===== src/rtl/fsm_cap_pkg.sv =====
// Shared types, default parameters and the MISR step function for the
// FSM output capture block (fsm_out_capture, fsm_cap_fifo).
package fsm_cap_pkg;

  typedef enum logic [1:0] {
    ST_IDLE = 2'd0,
    ST_RUN  = 2'd1,
    ST_HALT = 2'd2
  } cap_state_t;

  localparam int          OUT_W_DEF     = 18;
  localparam int          DEPTH_DEF     = 16;
  localparam logic [17:0] MISR_POLY_DEF = 18'h00081;
  localparam logic [17:0] MISR_SEED_DEF = 18'h00000;

  // Widest signature the step function handles; callers zero-extend into it.
  localparam int MISR_MAX_W = 32;

  // One MISR step on a w-bit signature: shift left, fold the bit shifted out
  // back through the tap polynomial, then xor in the captured word.
  function automatic logic [MISR_MAX_W-1:0] misr_next(
    input logic [MISR_MAX_W-1:0] sig,
    input logic [MISR_MAX_W-1:0] y,
    input logic [MISR_MAX_W-1:0] poly,
    input int                    w
  );
    logic [MISR_MAX_W-1:0] mask;
    logic [MISR_MAX_W-1:0] fb;
    mask = (w >= MISR_MAX_W) ? '1 : ((32'd1 << w) - 32'd1);
    fb   = (((sig >> (w - 1)) & 32'd1) != 32'd0) ? poly : '0;
    return ((sig << 1) ^ fb ^ y) & mask;
  endfunction

endpackage


===== src/rtl/fsm_cap_fifo.sv =====
// First-word-fall-through FIFO for captured output words.
// The head word is presented combinationally; an empty FIFO shows zero so no
// stale storage contents ever reach the reader. A push while full is accepted
// only when a pop happens in the same cycle.
module fsm_cap_fifo #(
  parameter int W     = 18,
  parameter int DEPTH = 16
) (
  input  logic                     clk,
  input  logic                     rst,
  input  logic                     clr,
  input  logic                     push,
  input  logic [W-1:0]             wdata,
  input  logic                     pop,
  output logic [W-1:0]             rdata,
  output logic                     full,
  output logic                     empty,
  output logic [$clog2(DEPTH):0]   count
);

  localparam int AW = $clog2(DEPTH);
  localparam int CW = AW + 1;

  logic [W-1:0]  mem [DEPTH];
  logic [AW-1:0] wr_ptr;
  logic [AW-1:0] rd_ptr;
  logic          do_push;
  logic          do_pop;

  assign full    = (count == CW'(DEPTH));
  assign empty   = (count == '0);
  assign do_pop  = pop && !empty;
  assign do_push = push && (!full || do_pop);
  assign rdata   = empty ? '0 : mem[rd_ptr];

  // Pointer and occupancy tracking; pointers wrap naturally at DEPTH.
  always_ff @(posedge clk or posedge rst) begin
    if (rst) begin
      wr_ptr <= '0;
      rd_ptr <= '0;
      count  <= '0;
    end else if (clr) begin
      wr_ptr <= '0;
      rd_ptr <= '0;
      count  <= '0;
    end else begin
      if (do_push) wr_ptr <= wr_ptr + 1'b1;
      if (do_pop)  rd_ptr <= rd_ptr + 1'b1;
      if (do_push && !do_pop)      count <= count + 1'b1;
      else if (!do_push && do_pop) count <= count - 1'b1;
    end
  end

  // Storage array; not reset, validity is tracked by count alone.
  always_ff @(posedge clk) begin
    if (do_push && !clr && !rst) mem[wr_ptr] <= wdata;
  end

endmodule


===== src/rtl/fsm_out_capture.sv =====
// Observer for small-FSM output vectors: captures y_in every cycle while
// enabled into an FWFT FIFO and folds each captured word into a MISR.
// Optional build macro: FSM_OUT_ZERO_SKIP_EN -- when defined, all-zero words
// still update the MISR but are not pushed (and so never overflow).
//
// state   | meaning
// --------+----------------------------------------------------------
// ST_IDLE | not capturing; cap_en moves to ST_RUN on the next edge
// ST_RUN  | push y_in and update MISR each edge; cap_en low -> ST_IDLE
// ST_HALT | a word was dropped on a full FIFO; MISR frozen, drain only,
//         | left only through clr or rst
module fsm_out_capture
  import fsm_cap_pkg::*;
#(
  parameter int               OUT_W     = OUT_W_DEF,
  parameter int               DEPTH     = DEPTH_DEF,
  parameter logic [OUT_W-1:0] MISR_POLY = OUT_W'(MISR_POLY_DEF),
  parameter logic [OUT_W-1:0] MISR_SEED = OUT_W'(MISR_SEED_DEF)
) (
  input  logic                   clk,
  input  logic                   rst,
  input  logic [OUT_W-1:0]       y_in,
  input  logic                   cap_en,
  input  logic                   clr,
  input  logic                   rd_ready,
  output logic                   rd_valid,
  output logic [OUT_W-1:0]       rd_data,
  output logic [$clog2(DEPTH):0] fifo_count,
  output logic                   overflow,
  output logic [OUT_W-1:0]       sig,
  output logic [1:0]             state_o
);

  cap_state_t       state;
  logic             full;
  logic             empty;
  logic             run_cap;
  logic             zero_word;
  logic             want_push;
  logic             pop;
  logic             drop;
  logic             push;
  logic             misr_upd;
  logic [OUT_W-1:0] sig_step;

  assign rd_valid = !empty;
  assign state_o  = state;

`ifdef FSM_OUT_ZERO_SKIP_EN
  assign zero_word = (y_in == '0);
`else
  assign zero_word = 1'b0;
`endif

  // A capture cycle is RUN with cap_en still high; the exit cycle captures nothing.
  assign run_cap   = (state == ST_RUN) && cap_en;
  assign want_push = run_cap && !zero_word;
  assign pop       = rd_valid && rd_ready;
  assign drop      = want_push && full && !pop;
  assign push      = want_push && !drop;
  assign misr_upd  = run_cap && !drop;
  assign sig_step  = OUT_W'(misr_next(32'(sig), 32'(y_in), 32'(MISR_POLY), OUT_W));

  fsm_cap_fifo #(
    .W     (OUT_W),
    .DEPTH (DEPTH)
  ) u_fifo (
    .clk   (clk),
    .rst   (rst),
    .clr   (clr),
    .push  (push),
    .wdata (y_in),
    .pop   (pop),
    .rdata (rd_data),
    .full  (full),
    .empty (empty),
    .count (fifo_count)
  );

  // Control FSM with the sticky overflow flag and MISR signature.
  always_ff @(posedge clk or posedge rst) begin
    if (rst) begin
      state    <= ST_IDLE;
      overflow <= 1'b0;
      sig      <= MISR_SEED;
    end else if (clr) begin
      state    <= ST_IDLE;
      overflow <= 1'b0;
      sig      <= MISR_SEED;
    end else begin
      if (misr_upd) sig <= sig_step;
      if (drop)     overflow <= 1'b1;
      case (state)
        ST_IDLE: if (cap_en) state <= ST_RUN;
        ST_RUN: begin
          if (!cap_en)  state <= ST_IDLE;
          else if (drop) state <= ST_HALT;
        end
        ST_HALT: state <= ST_HALT;
        default: state <= ST_IDLE;
      endcase
    end
  end

endmodule


===== config.mk =====
export PLATFORM = sky130hd
export DESIGN_NAME = fsm_out_capture
export DESIGN_NICKNAME = d
export VERILOG_FILES = /design/src/rtl/fsm_cap_pkg.sv /design/src/rtl/fsm_cap_fifo.sv /design/src/rtl/fsm_out_capture.sv
export SDC_FILE = /design/constraint.sdc
export NUM_CORES = 1
export LEC_CHECK = 0
export ABC_AREA = 1
export CAP_MARGIN = 20
export CORE_MARGIN = 4
export CORE_UTILIZATION = 55
export CTS_BUF_LIST = sky130_fd_sc_hd__clkbuf_8
export CTS_CLUSTER_DIAMETER = 150
export DETAILED_ROUTE_END_ITERATION = 8
export GPL_ROUTABILITY_DRIVEN = 0
export PLACE_DENSITY = 0.77
export SLEW_MARGIN = 40
export SYNTH_ARGS = -nofsm -noshare
export SYNTH_HDL_FRONTEND = slang
export SYNTH_SLANG_ARGS = --single-unit

===== constraint.sdc =====
create_clock -name clk -period 2 [get_ports clk]
set_input_delay 0.4 -clock clk [delete_from_list [all_inputs] [get_ports clk]]
set_output_delay 0.4 -clock clk [all_outputs]
set_load 0.02 [all_outputs]

; ---- Yosys cells after proc, flatten, opt, wreduce, memory -nomap -nowiden
; Memories as Yosys holds them, arrays and structs flattened.
; Cells that the tools add are included.
; W data, S select, Z words.
[classes]
add_sub_neg = 4
n_eq_ne = 5
muxes = 20
bitwise = 2
n_reduce_logical = 28
[ops]
columns = op, count
row1 = $mux W18, 3
row2 = $xor A18 B18 Y18, 1
row3 = $xor A18 B8 Y18, 1
row4 = $mux W4, 4
row5 = $mux W5, 3
row6 = $logic_and A1 B1 Y1, 11
row7 = $add A4 B1 Y4 const B, 2
row8 = $logic_not A1 Y1, 8
row9 = $mux W2, 4
row10 = $mux W8, 1
row11 = $reduce_bool A2 Y1, 4
row12 = $pmux W2 S3, 1
row13 = $add A5 B1 Y5 const B, 1
row14 = $eq A5 B5 Y1 const B, 1
row15 = $logic_not A5 Y1, 1
row16 = $sub A5 B1 Y5 const B, 1
row17 = $mux W1, 4
row18 = $ne A4 B4 Y1 const B, 1
row19 = $ne A3 B3 Y1 const B, 1
row20 = $reduce_bool A3 Y1, 1
row21 = $eq A2 B1 Y1 const B, 1
row22 = $eq A2 B2 Y1 const B, 1
row23 = $logic_not A2 Y1, 1
row24 = $reduce_and A2 Y1, 1
row25 = $logic_or A1 B1 Y1, 1
[word_totals]
ff_bits = 34
ram_bits = 288
input_bits = 23
output_inout_bits = 45
mem_count = 1
[memory_table]
columns = memory, words, word_bits, read_ports, rd_ports_with_merged_regs, write_ports, line
row1 = u_fifo.mem, 16, 18, 1, 0, 1, fsm_cap_fifo.sv:24  ; logic [W-1:0] mem [DEPTH];

; ---- Logic depth before layout (Yosys ltp)
[depth]
depth_word = 13
ltp_mapped = 14
depth_no_buf = 14

; ---- Cells and area by module
; A second synthesis with hierarchy kept.
[unflattened]
cells_unflattened = 1194
area_unflattened_um2 = 13550.5
[modules_own_cells]
columns = mod, instances, cells_each, area_per_inst_um2
row1 = fsm_cap_fifo, 1, 1077, 12444.4
row2 = fsm_out_capture, 1, 117, 1106.1

; ---- Worst setup path after synthesis
; OpenSTA, ideal clock, no wires.
[synth_path]
kind = reg2reg
from = register u_fifo.count[1]
to = memory u_fifo.mem[0][0] (enable)
arrival_ns = 1.919
required_ns = 1.608
setup_slack_ns = -0.312
path_stages_with_launch = 7
cell_sequence = dfrtp_1 nor2_1 nand3_2 nand3_2 nor2_2 nand2_1 nor2_1
[synth_via]
elab_chain_cells = 12
elab_cells_between_ends = 17
classes_between = eq/ne: 1 / mux: 2 / reduce/logical: 14
[synth_lines]
columns = element, line
row1 = from (decl), fsm_cap_fifo.sv:18  ; output logic [$clog2(DEPTH):0] count
row2 = from (signal assigned), fsm_cap_fifo.sv:49  ; if (do_push && !do_pop) count <= count + 1'b1;
row3 = from (signal assigned), fsm_cap_fifo.sv:50  ; else if (!do_push && do_pop) count <= count - 1'b1;
row4 = $logic_not A5 Y1, fsm_cap_fifo.sv:31  ; assign empty = (count == '0);
row5 = $logic_not A1 Y1, "fsm_cap_fifo.sv:32, fsm_out_capture.sv:46"
row6 = $logic_and A1 B1 Y1, fsm_out_capture.sv:58  ; assign pop = rd_valid && rd_ready;
row7 = $logic_not A1 Y1, fsm_out_capture.sv:59  ; assign drop = want_push && full && !pop;
row8 = $logic_and A1 B1 Y1, fsm_out_capture.sv:59
row9 = $logic_not A1 Y1, fsm_out_capture.sv:60  ; assign push = want_push && !drop;
row10 = $logic_and A1 B1 Y1, fsm_out_capture.sv:60
row11 = $logic_and A1 B1 Y1 *, fsm_cap_fifo.sv:33  ; assign do_push = push && (!full || do_pop);
row12 = $logic_and A1 B1 Y1 * (2 in a row), fsm_cap_fifo.sv:56  ; if (do_push && !clr && !rst) mem[wr_ptr] <= wdata;
row13 = $mux W1 *, fsm_cap_fifo.sv:56
row14 = $mux W1 (not written as such) *, fsm_cap_fifo.sv:56
row15 = to (decl), fsm_cap_fifo.sv:24
; Every way passes the cells marked *; elsewhere a longest branch is shown, timed or not.

; ---- Worst setup path in the final report
[layout_path]
from = register u_fifo.rd_ptr[0]
to = output rd_data[4]
[layout_via]
elab_chain_cells = 2
[layout_lines]
columns = element, line
row1 = from (decl), fsm_cap_fifo.sv:26  ; logic [AW-1:0] rd_ptr;
row2 = from (signal assigned), fsm_cap_fifo.sv:48  ; if (do_pop) rd_ptr <= rd_ptr + 1'b1;
row3 = $mem_v2 Z16 W18, --
row4 = $mux W18, fsm_cap_fifo.sv:34  ; assign rdata = empty ? '0 : mem[rd_ptr];
row5 = to (decl), fsm_out_capture.sv:27  ; output logic [OUT_W-1:0] rd_data,
; No other way between the ends.

==> impl_summary.txt <==
----------------------------------------------------
[Worst setup path]
  Worst EP arrival ... approximately 2.3 ns
  Crit Reg-Reg Startpoint ... u_fifo.count[4]
  Worst path buffer plus inverter count ... 4
  Launch point of the worst path ... u_fifo.rd_ptr[0]
  Logic depth of the worst setup path including buffers ... 10
  Element type at the critical path end ... output port
  Critical path startpoint category ... flop
  Cell occurring most often along the worst timing path ... nand2_2
  Type of the worst setup path ... flop to output port
  Maximum fanout along the worst path ... 6
  Worst Reg-to-Reg Cells ... 9
  Register-to-register setup slack ... -0.03 ns
  Worst path slowest cell ... dfrtp_4
  Required time of the critical path ... 1.60 ns
  CP endpoint ... rd_data[4]
  Ordered cell list for the critical path ... inv_8 > buf_12 > buf_16 > nand2_2 > nand3_2 > nand3_2 > nand2_2 > nand2_2 > a21oi_2 > buf_6
  Biggest cell delay along the critical path ... roughly 0.57 ns
  Kind of cell with the highest combined delay on the critical path ... flip-flops
  Reg-to-reg endpoint ... u_fifo.mem[6][1]

[Routing]
  Final routed DRC violation total ... 0
  Initial detailed-routing violation count ... 1253
  Antenna Nets Post-Route ... 0
  Iteration count of the initial detailed-routing pass ... 6
  DR WL/cell ... 23.0 µm
  Overall via count from detail_route ... 10300
  Number of vias per cell after detailed routing ... between 6 and 7
  Routed Wire Length ... 39000 µm

[Final layout]
  Final-layout fill cell count ... 1407
  Diode insertion count for antenna repair ... 0
  Layout Area Growth over Synthesis ... 28.9%
  Final Net Count ... 1379
  Area taken by multi-input logic gates ... 0.00403 mm²
  Flip-flop and latch area ... 0.00951 mm²
  Share of cells above drive strength 1 ... 24.5%
  Fin util ... 72.9%

[Clocking]
  CTS tree ... yes
  Maximum clock path buffer count ... 3
  Num CTS Buffers ... 48
  Root buffer cell ... clkbuf_8
  Deepest level of the CTS H-tree ... 2
  Later-pin clock latency in the skew report ... 0.58 ns
  Number of sinks handled by clock tree synthesis ... 322
  Clock-pin slew of the registers on the worst-case setup and hold paths ... 0.06 ns

[Synthesis]
  Leading post-synthesis cells by cell area ... edfxtp_1, nand2_1, nand3_1, dfrtp_1, buf_2
  Number of storage elements in the synthesis netlist ... 322
  Syn Nets ... 1201
  Post-synth design cell area ... between 0.01 and 0.015 mm²
  Avg Cell Area, Syn ... 11.5 µm²
  Async set-reset flop share out of synthesis ... 10.6%
  Most numerous cell in the Yosys netlist ... nand2_1
  Synth top area share ... 64.4%
  Number of warnings reported in the yosys synthesis log ... 0
  Post-synth top cells ... nand2_1, edfxtp_1, nand3_1
  Main flop type after synthesis ... edfxtp_1
  Number of unique standard cell types used by synthesis ... 29
  Instance count of the mapped netlist ... 1168
  Number of flops mapped to enable cells by yosys ... approximately 290
  Seq/Total Area, Yosys ... 70.7%
  Cell type with the highest aggregate area in the netlist ... edfxtp_1

[Floorplan]
  Starting density of the core ... 56.6%
  Horiz. Die Dim ... 164 µm
  Std-Cell Core Area ... 0.0238 mm²
  Number of rows in the core area ... 56
  Die area ... 0.0270 mm²
  I/O pins ... 68
  Vertical extent of the die ... 164 µm

[Global route]
  Initial antenna violation count ... 0
  Maximum number of pins on one net before global-route repair ... 47
  Number of global-route vias before repair ... 9885
  First-pass GRT wire length ... 55000 µm
  Remaining global-route overflow ... 0
  Combined global-route utilization of all metal layers ... 27.1%

[STA]
  Worst clock skew ... ~0.026 ns
  Final Hold Violating Endpoints ... 0
  Fmax ... 373 MHz
  Setup violations, final ... 26
  RSZ-0062 raised after global routing ... yes
  Sum of negative setup slack ... -10.96 ns
  Tightest slew margin relative to the limit ... 60.9%
  Time the final worst path needs with I/O delays and setup ... 2.68 ns
  Number of pins with negative max-slew slack in the final report ... 0
  Final worst path period share ... 134%
  Pin slew with the least headroom to its limit ... 0.585 ns
  Worst Setup Slack, final ... -0.682 ns

[Status]
  Violated checks ... negative setup slack
  Outcome ... finished with violations

[Power and ir drop]
  Share of power burned in the clock network ... 26.1%
  Power density over the cells ... 1110 mW/mm²
  Switching power total ... between 0.006 and 0.007 W
  Peak supply drop ... 850 µV
  Portion of total power attributed to sequential cells ... 39.2%
  Lkg Pwr ... 6.76 nW
  Comb power frac ... 34.7%
  Switching share of power ... 33.4%
  Cell internal pwr ... 0.0129 W

[Placement]
  I/O Buffers ... 67
  Detail Placement HPWL ... 19400 µm

[Worst hold path]
  Class of the most critical hold timing path ... input port to async pin

[Job]
  Max Cap Viol ... 0

----------------------------------------------------
==> how the worst min path moves through the flow <==
stage | slack [ns] | start | end
after CTS | 0.20 | rst | overflow
after floorplan | 0.50 | clr | sig[16]
final | 0.26 | rst | overflow
after global routing | 0.26 | rst | overflow
after global placement | 0.49 | state_o[0] | state_o[0]
after detailed placement | 0.51 | state_o[0] | state_o[0]
==> kinds of logic (layout without fill, tap and decap cells) <==
group                    count (synthesis)  count (layout)  share of synthesized area (%)
AND/OR/NAND/NOR                        681             681                           21.7
buffers and inverters                   84             296                           3.13
flip-flops                             322             322                           70.7
XOR/XNOR                                22              22                           1.43
AO/OA/AOI/OAI                           49              49                           2.00
adder cells (fa/ha/maj)                 10              10                          0.987
==> layout by cell type, fill, tap and decap left out, drive strengths merged, types with 2 or more instances in the layout <==
| cell type | count |
|---|---|
| nand2 | 395 |
| edfxtp | 288 |
| nand3 | 257 |
| buf | 137 |
| clkbuf | 57 |
| dfrtp | 34 |
| inv | 28 |
| nor2 | 27 |
| clkdlybuf4s50 | 23 |
| a21oi | 23 |
| clkinv | 22 |
| xnor2 | 18 |
| o21ai | 17 |
| dlygate4sd2 | 16 |
| dlymetal6s2s | 9 |
| ha | 9 |
| o31ai | 8 |
| xor2 | 4 |
| clkinvlp | 2 |
| bufinv | 2 |
==> final cells by class <==
class                      count  share of cell area, %
multi-input combinational    762                   23.2
sequential                   322                   54.9
timing repair buffer         193                   14.0
inverter                      18                  0.433
clock inverter                35                   1.15
timing repair inverter         1                 0.0506
tap                          319                   2.30
clock buffer                  49                   3.89
==> repair_timing <==
item | CTS | global route
gates cloned | 10 | 9
setup buffers | 5 | 7
hold endpoints to repair | 0 | 0
hold buffers | 0 | 0
endpoints found under the setup margin | 53 | 318
pin swaps | 18 | 46
gates resized for setup | 159 | 100
==> registers in the layout, summed over array words and instances (netlist names) <==
register / flops
u_fifo.mem: 288
state_o: 2
u_fifo.wr_ptr: 4
u_fifo.rd_ptr: 4
u_fifo.count: 5
overflow: 1
sig: 18
==> metal layers <==
metal	vias to the layer above	routed length, µm	track usage, %
met1	4937	13600	36.0
met4	0	2160	12.3
met5	-	0	0
met2	776	18600	43.3
met3	184	4670	5.62
li1	4450	-	-
==> power groups by stage <==
stage / Combinational (W) / Clock [W] / Sequential (W)
floorplan: 0.00292 / 0 / 0.00778
global route: 0.00710 / 0.00540 / 0.00758
CTS: 0.00592 / 0.00499 / 0.00756
finish: 0.00669 / 0.00503 / 0.00757
detailed placement: 0.00517 / 0 / 0.00768
global placement: 0.00507 / 0 / 0.00768
==> worst register-to-register path, stage by stage (launching register included) <==
cell	delay, ns
dfrtp_1	0.40
inv_2	0.09
buf_6	0.11
nor2_2	0.04
nand3_4	0.10
nand3_4	0.09
nor2_4	0.22
nand2_4	0.11
nor2_4	0.33
clkbuf_16	0.25
==> metrics by stage <==
step	cells	hold slack, ns	setup WS, ns	cell area [µm²]	power [W]
6_report	1699	0.257	-0.682	17300	0.0193
5_1_grt	1699	0.263	-0.778	17300	0.0201
4_1_cts	1685	0.202	-0.591	16700	0.0185
3_5_place_dp	1586	0.509	-0.513	15400	0.0128
3_3_place_gp	1586	0.492	-0.487	15400	0.0127
2_1_floorplan	1168	0.497	-0.0966	13500	0.0107
No activity file was read; power rests on OpenSTA's default activity.
